**src/rtl/axi4_wr_fifo_packer_if.sv**
```systemverilog
// AXI4 write-channel bundle (AW/W/B) between an upstream master and the FIFO packer.
interface axi4_wr_fifo_packer_if #(
  parameter int unsigned data_wid = 64,
  parameter int unsigned adr_wid  = 32,
  parameter int unsigned id_wid   = 8,
  parameter int unsigned len_wid  = 8,
  parameter int unsigned strb_wid = data_wid / 8
);
  logic [id_wid-1:0]   AWID_a;
  logic [adr_wid-1:0]  AWADDR_a;
  logic [len_wid-1:0]  AWLEN_a;
  logic [2:0]          AWSIZE_a;
  logic [1:0]          AWBURST_a;
  logic                AWVALID_a;
  logic                AWREADY_a;
  logic [data_wid-1:0] WDATA_a;
  logic [strb_wid-1:0] WSTRB_a;
  logic                WLAST_a;
  logic                WVALID_a;
  logic                WREADY_a;
  logic [id_wid-1:0]   BID_a;
  logic [1:0]          BRESP_a;
  logic                BVALID_a;
  logic                BREADY_a;

  modport master (
    output AWID_a, AWADDR_a, AWLEN_a, AWSIZE_a, AWBURST_a, AWVALID_a,
    output WDATA_a, WSTRB_a, WLAST_a, WVALID_a, BREADY_a,
    input  AWREADY_a, WREADY_a, BID_a, BRESP_a, BVALID_a
  );

  modport slave (
    input  AWID_a, AWADDR_a, AWLEN_a, AWSIZE_a, AWBURST_a, AWVALID_a,
    input  WDATA_a, WSTRB_a, WLAST_a, WVALID_a, BREADY_a,
    output AWREADY_a, WREADY_a, BID_a, BRESP_a, BVALID_a
  );
endinterface

```
**src/rtl/axi4_wr_fifo_packer.sv**
```systemverilog
// AXI4 write slave: packs pairs of 64-bit INCR beats into 128-bit FIFO pushes,
// one B response per burst; malformed bursts are drained without pushing.
module axi4_wr_fifo_packer #(
  parameter int unsigned data_wid = 64,
  parameter int unsigned adr_wid  = 32,
  parameter int unsigned id_wid   = 8,
  parameter int unsigned len_wid  = 8,
  parameter int unsigned strb_wid = data_wid / 8,
  parameter int unsigned fifo_wid = 2 * data_wid
) (
  input  logic                  clk,
  input  logic                  rst,
  axi4_wr_fifo_packer_if.slave  axi,
  output logic                  wr_en,
  output logic [fifo_wid-1:0]   wr_data,
  input  logic                  full
);

  typedef enum logic [1:0] {IDLE, DATA, RESP} state_e;

  state_e              state_q, state_d;
  logic [id_wid-1:0]   id_q, id_d;
  logic [len_wid-1:0]  len_q, len_d;
  logic [len_wid-1:0]  cnt_q, cnt_d;
  logic                err_q, err_d;
  logic                wlerr_q, wlerr_d;
  logic [data_wid-1:0] half_q, half_d;
  logic                half_vld_q, half_vld_d;

  logic [data_wid-1:0] wdata_m;
  logic                final_beat;
  logic                push_cand;
  logic                awready_c, wready_c, bvalid_c;
  logic [id_wid-1:0]   bid_c;
  logic [1:0]          bresp_c;
  logic                unused_addr;

  assign unused_addr = ^axi.AWADDR_a;

  assign axi.AWREADY_a = awready_c;
  assign axi.WREADY_a  = wready_c;
  assign axi.BVALID_a  = bvalid_c;
  assign axi.BID_a     = bid_c;
  assign axi.BRESP_a   = bresp_c;

  always_comb begin
    wdata_m = '0;
    for (int unsigned i = 0; i < strb_wid; i++) begin
      if (axi.WSTRB_a[i]) wdata_m[i*8 +: 8] = axi.WDATA_a[i*8 +: 8];
    end
  end

  assign final_beat = (cnt_q == len_q);
  // Candidate push is computed without WREADY so the ready/full path has no loop.
  assign push_cand  = (state_q == DATA) && axi.WVALID_a && (half_vld_q || final_beat);

  always_comb begin
    state_d    = state_q;
    id_d       = id_q;
    len_d      = len_q;
    cnt_d      = cnt_q;
    err_d      = err_q;
    wlerr_d    = wlerr_q;
    half_d     = half_q;
    half_vld_d = half_vld_q;
    awready_c  = 1'b0;
    wready_c   = 1'b0;
    bvalid_c   = 1'b0;
    bid_c      = '0;
    bresp_c    = '0;
    wr_en      = 1'b0;
    wr_data    = '0;

    unique case (state_q)
      IDLE: begin
        awready_c = 1'b1;
        if (axi.AWVALID_a) begin
          id_d       = axi.AWID_a;
          len_d      = axi.AWLEN_a;
          err_d      = (axi.AWSIZE_a != 3'd3) || (axi.AWBURST_a != 2'b01);
          wlerr_d    = 1'b0;
          cnt_d      = '0;
          half_d     = '0;
          half_vld_d = 1'b0;
          state_d    = DATA;
        end
      end
      DATA: begin
        wready_c = !push_cand || !full || err_q;
        if (axi.WVALID_a && wready_c) begin
          cnt_d = cnt_q + len_wid'(1);
          if (axi.WLAST_a != final_beat) wlerr_d = 1'b1;
          if (!half_vld_q && !final_beat) begin
            half_d     = wdata_m;
            half_vld_d = 1'b1;
          end else begin
            half_vld_d = 1'b0;
          end
          if (push_cand && !err_q) begin
            wr_en   = 1'b1;
            wr_data = half_vld_q ? {wdata_m, half_q} : {{data_wid{1'b0}}, wdata_m};
          end
          if (final_beat) state_d = RESP;
        end
      end
      RESP: begin
        bvalid_c = 1'b1;
        bid_c    = id_q;
        bresp_c  = (err_q || wlerr_q) ? 2'b10 : 2'b00;
        if (axi.BREADY_a) state_d = IDLE;
      end
      default: state_d = IDLE;
    endcase

    // Outputs are forced quiet for the whole reset window, not just after the edge.
    if (rst) begin
      awready_c = 1'b0;
      wready_c  = 1'b0;
      bvalid_c  = 1'b0;
      bid_c     = '0;
      bresp_c   = '0;
      wr_en     = 1'b0;
      wr_data   = '0;
    end
  end

  always_ff @(posedge clk) begin
    if (rst) begin
      state_q    <= IDLE;
      id_q       <= '0;
      len_q      <= '0;
      cnt_q      <= '0;
      err_q      <= 1'b0;
      wlerr_q    <= 1'b0;
      half_q     <= '0;
      half_vld_q <= 1'b0;
    end else begin
      state_q    <= state_d;
      id_q       <= id_d;
      len_q      <= len_d;
      cnt_q      <= cnt_d;
      err_q      <= err_d;
      wlerr_q    <= wlerr_d;
      half_q     <= half_d;
      half_vld_q <= half_vld_d;
    end
  end

endmodule
```
**src/flat_wrapper.sv**
```systemverilog
// flat-port wrapper written by rule: the top's interface ports become plain ports
module axi4_wr_fifo_packer_flat 
#(
  parameter int unsigned data_wid = 64,
  parameter int unsigned adr_wid  = 32,
  parameter int unsigned id_wid   = 8,
  parameter int unsigned len_wid  = 8,
  parameter int unsigned strb_wid = data_wid / 8,
  parameter int unsigned fifo_wid = 2 * data_wid
)
  (clk, rst, wr_en, wr_data, full, axi_AWID_a, axi_AWADDR_a, axi_AWLEN_a, axi_AWSIZE_a, axi_AWBURST_a, axi_AWVALID_a, axi_WDATA_a, axi_WSTRB_a, axi_WLAST_a, axi_WVALID_a, axi_BREADY_a, axi_AWREADY_a, axi_WREADY_a, axi_BID_a, axi_BRESP_a, axi_BVALID_a);
  axi4_wr_fifo_packer_if #(.data_wid(data_wid), .adr_wid(adr_wid), .id_wid(id_wid), .len_wid(len_wid), .strb_wid(strb_wid)) axi_i ();
  input  logic clk;
  input  logic rst;
  output logic wr_en;
  output logic [fifo_wid-1:0] wr_data;
  input  logic full;
  input wire logic [$bits(axi_i.AWID_a)-1:0] axi_AWID_a;
  input wire logic [$bits(axi_i.AWADDR_a)-1:0] axi_AWADDR_a;
  input wire logic [$bits(axi_i.AWLEN_a)-1:0] axi_AWLEN_a;
  input wire logic [$bits(axi_i.AWSIZE_a)-1:0] axi_AWSIZE_a;
  input wire logic [$bits(axi_i.AWBURST_a)-1:0] axi_AWBURST_a;
  input wire logic [$bits(axi_i.AWVALID_a)-1:0] axi_AWVALID_a;
  input wire logic [$bits(axi_i.WDATA_a)-1:0] axi_WDATA_a;
  input wire logic [$bits(axi_i.WSTRB_a)-1:0] axi_WSTRB_a;
  input wire logic [$bits(axi_i.WLAST_a)-1:0] axi_WLAST_a;
  input wire logic [$bits(axi_i.WVALID_a)-1:0] axi_WVALID_a;
  input wire logic [$bits(axi_i.BREADY_a)-1:0] axi_BREADY_a;
  output wire logic [$bits(axi_i.AWREADY_a)-1:0] axi_AWREADY_a;
  output wire logic [$bits(axi_i.WREADY_a)-1:0] axi_WREADY_a;
  output wire logic [$bits(axi_i.BID_a)-1:0] axi_BID_a;
  output wire logic [$bits(axi_i.BRESP_a)-1:0] axi_BRESP_a;
  output wire logic [$bits(axi_i.BVALID_a)-1:0] axi_BVALID_a;
  assign axi_i.AWID_a = axi_AWID_a;
  assign axi_i.AWADDR_a = axi_AWADDR_a;
  assign axi_i.AWLEN_a = axi_AWLEN_a;
  assign axi_i.AWSIZE_a = axi_AWSIZE_a;
  assign axi_i.AWBURST_a = axi_AWBURST_a;
  assign axi_i.AWVALID_a = axi_AWVALID_a;
  assign axi_i.WDATA_a = axi_WDATA_a;
  assign axi_i.WSTRB_a = axi_WSTRB_a;
  assign axi_i.WLAST_a = axi_WLAST_a;
  assign axi_i.WVALID_a = axi_WVALID_a;
  assign axi_i.BREADY_a = axi_BREADY_a;
  assign axi_AWREADY_a = axi_i.AWREADY_a;
  assign axi_WREADY_a = axi_i.WREADY_a;
  assign axi_BID_a = axi_i.BID_a;
  assign axi_BRESP_a = axi_i.BRESP_a;
  assign axi_BVALID_a = axi_i.BVALID_a;
  axi4_wr_fifo_packer #(.data_wid(data_wid), .adr_wid(adr_wid), .id_wid(id_wid), .len_wid(len_wid), .strb_wid(strb_wid), .fifo_wid(fifo_wid)) u_core (.clk(clk), .rst(rst), .axi(axi_i), .wr_en(wr_en), .wr_data(wr_data), .full(full));
endmodule
```
**config.mk**
```make
export PLATFORM = sky130hd
export DESIGN_NAME = axi4_wr_fifo_packer_flat
export DESIGN_NICKNAME = d
export VERILOG_FILES = /design/src/rtl/axi4_wr_fifo_packer_if.sv /design/src/rtl/axi4_wr_fifo_packer.sv /design/src/flat_wrapper.sv
export SDC_FILE = /design/constraint.sdc
export NUM_CORES = 1
export LEC_CHECK = 0
export BUFFER_PORTS_ARGS = -buffer_cell sky130_fd_sc_hd__buf_2
export CAP_MARGIN = 20
export CELL_PAD_IN_SITES_DETAIL_PLACEMENT = 1
export CELL_PAD_IN_SITES_GLOBAL_PLACEMENT = 2
export CORE_UTILIZATION = 23
export DETAILED_ROUTE_END_ITERATION = 12
export PLACE_DENSITY_LB_ADDON = 0.3
export SKIP_CTS_REPAIR_TIMING = 1
export SLEW_MARGIN = 20
export SYNTH_ARGS = -nofsm -noshare
export SYNTH_HDL_FRONTEND = slang
export SYNTH_SLANG_ARGS = --single-unit
```
**constraint.sdc**
```tcl
create_clock -name clk -period 2.11 [get_ports clk]
set_input_delay 0 -clock clk [delete_from_list [all_inputs] [get_ports clk]]
set_output_delay 0 -clock clk [all_outputs]
set_load 0.05 [all_outputs]
```
==> flow_summary_export.csv <==
group,metric,value,unit
synthesis,synth.avg_cell_area,7.262,µm²
die,core,21820,µm²
layout,final_core_util,41.51,%
layout,fin_cells,1288,
clock_network,numCtsBuffers,9,
drt,detail_route.wl_per_cell,16.32,µm
synthesis,yosys.area_share.simple,28.14,%
synthesis,synth_fa_ha_area_share,0.2451,%
die,start_util,23.39,%
timing,maxSlewViolCount,0,
synthesis,synth.distinct_cells,45,
placement,placed_cells,1180,
clock_network,cts_htree_levels,3,
synthesis,seq_area_frac_synth,36.47,%
layout,final_cell_mix,"nor2_1 (139), buf_2 (130), nand2_1 (98)",
layout,drive_gt1_share,43.06,%
drt,vias,6151,
die,die_w,151.0,µm
global_routing,grt_antenna_before_repair,0,
setup_path,cp_max_fo,8,
run_status,violations,"setup timing",
synthesis,synth_top_cell_by_area,"dfxtp_1",
clock_network,root_buffer,"clkbuf_16",
placement,port_buffers,240,
synthesis,synthXorXnorAreaFrac,1.373,%
synthesis,netlist_instances,703,
worst_hold_path,holdCritPathClass,"primary input to register",
global_routing,grt_pass1_wl,29.73,mm
pwr,cellPowerDensity,516.9,nW/µm²
synthesis,synth.area.top_cells,"dfxtp_1 (36%), nor2_1 (15%), a32o_2 (13%)",
timing,final.setup.tns,-1.582,ns
drt,drtIter0Drc,197,
synthesis,synth_warnings,0,
layout,diodes,0,
synthesis,synthArstFlopShare,0,%
placement,post-place-ws,-0.03042,ns
setup_path,start_kind,"register",
timing,min_period_over_period,102.4,%
synthesis,ys_seq_elements,93,
global_routing,grt_pass1_vias,5458,
timing,fin_ws,-0.05049,ns
setup_path,cp.required,2.11,ns
drt,firstDrtPassIters,4,
timing,grt_setup_unrepaired,"yes",
placement,gp_congestion,0.7636,
global_routing,gr-usage-all-layers,16.63,%
synthesis,synth_mux_area_share,0,%
pwr,peakVddDrop,0.3984,mV
drt,viasPerCell,4.776,
die,ios,274,
die,die-area,22800,µm²
die,die_y,151.0,µm
synthesis,synth_top_family_by_area,"simple AND/OR/NAND/NOR gates",
timing,whs,0.05048,ns
timing,hold_viol,0,
run_status,status,"complete, but fails checks",
job,cap_violations,0,
layout,layout_commonest_cell,"nor2_1",
synthesis,synth_enable_flop_cells,0,
setup_path,cp-end-kind,"output pin",
clock_network,clock-sinks,93,
synthesis,netlist_area,5105,µm²
setup_path,arrival,2.16,ns
layout,fin_nets,1136,
pwr,p_leak,4.086,nW
drt,drc_errors,0,
synthesis,synth_top_area_share,36.47,%
layout,area_delta_synth_final,77.48,%
placement,dp_hpwl,13.52,mm
setup_path,worstSetupPathType,"register to output pin",
drt,wl,21.02,mm
clock_network,clk_pin_slew,0.07,ns
clock_network,cts_tree,"done",
synthesis,dominantRegCellSynth,"dfxtp_1",
timing,setup_viol,55,
timing,fmax,462.9,MHz
global_routing,grt_max_degree,63,
global_routing,overflow,0,
timing,fin_skew,0.01125,ns
clock_network,insertion_delay,0.35,ns
clock_network,clockBufferDepth,2,
timing,finalCriticalPeriod,2.160,ns
die,rows,54,
synthesis,syn_nets,836,
drt,drtAntennaViolNets,0,
synthesis,synth_compound_gate_area_share,26.57,%
==> path summary, 6_finish.rpt <==
kind | from | to | slack, ns | depth (start not counted)
hold reg to reg | u_core.id_q[5]$_SDFFE_PP0P_ | u_core.id_q[5]$_SDFFE_PP0P_ | 0.46 | 2
setup reg to reg | u_core.cnt_q[5]$_SDFFE_PP0P_ | u_core.cnt_q[3]$_SDFFE_PP0P_ | 0.10 | 7
setup / recovery | u_core.cnt_q[2]$_SDFFE_PP0P_ | wr_data[50] | -0.05 | 8
hold / removal | axi_AWBURST_a[1] | u_core.err_q$_SDFFE_PP0P_ | 0.05 | 5
==> cell families after synthesis <==
group | after synthesis
AOI/OAI and AO/OA | 178
other | 1
and+or+nand+nor | 346
buffers and inverters | 76
adders and majority gates | 1
DFF | 93
xor gates and xnor gates | 8
==> critical path: stages, from the launching register on <==
cell,delay (ns)
dfxtp_4,0.35
xor2_1,0.14
nor4_2,0.34
and2_4,0.25
o21ai_4,0.07
buf_12,0.17
clkbuf_16,0.19
nor2_4,0.13
buf_8,0.15
==> cells in the mapped netlist, drive strengths merged (2+ instances only) <==
cell and n:
nor2 203, nand2 99, dfxtp 93, a21oi 84, a32o 64, clkbuf 47
buf 21, o21ai 10, and2 9, nand2b 9, inv 8, xor2 8
nand3 6, nor3 5, a22oi 4, nor4 4, nor2b 3, o31ai 3
a211oi 2, and3 2, o2111ai 2, o32ai 2
==> metal layers <==
metal | part of all wire (%) | global-route usage (%)
met1 | 45 | 21.85
met3 | 6.1 | 4.367
met2 | 48 | 26.93
met5 | 0 | 0
met4 | 1.1 | 4.050
==> where the power goes <==
group / internal, mW / switching, mW
clock: 0.846 / 0.752
combinational: 0.500 / 0.691
sequential: 1.83 / 0.0660
==> registers in the layout (all words and copies together) (netlist names) <==
register,flops
u_core.half_q,64
u_core.cnt_q,8
u_core.id_q,8
u_core.len_q,8
u_core.state_q,2
u_core.err_q,1
u_core.half_vld_q,1
u_core.wlerr_q,1
==> metrics by stage <==
step	area, µm²	total power [mW]
2_1_floorplan	5497	2.584
3_3_place_gp	7028	2.925
3_5_place_dp	7028	2.930
4_1_cts	7313	4.583
5_1_grt	9060	4.944
6_report	9060	4.683
==> layout make-up <==
cell class / count / area, µm²
inverter: 8 / 30.03
clock buffer: 11 / 242.7
timing repair buffer: 357 / 3136
fill: 2607 / 12760
multi-input combinational: 534 / 3383
sequential: 93 / 1876
tap: 280 / 350.3
clock inverter: 5 / 42.54
(Power assumes the default switching activity.)
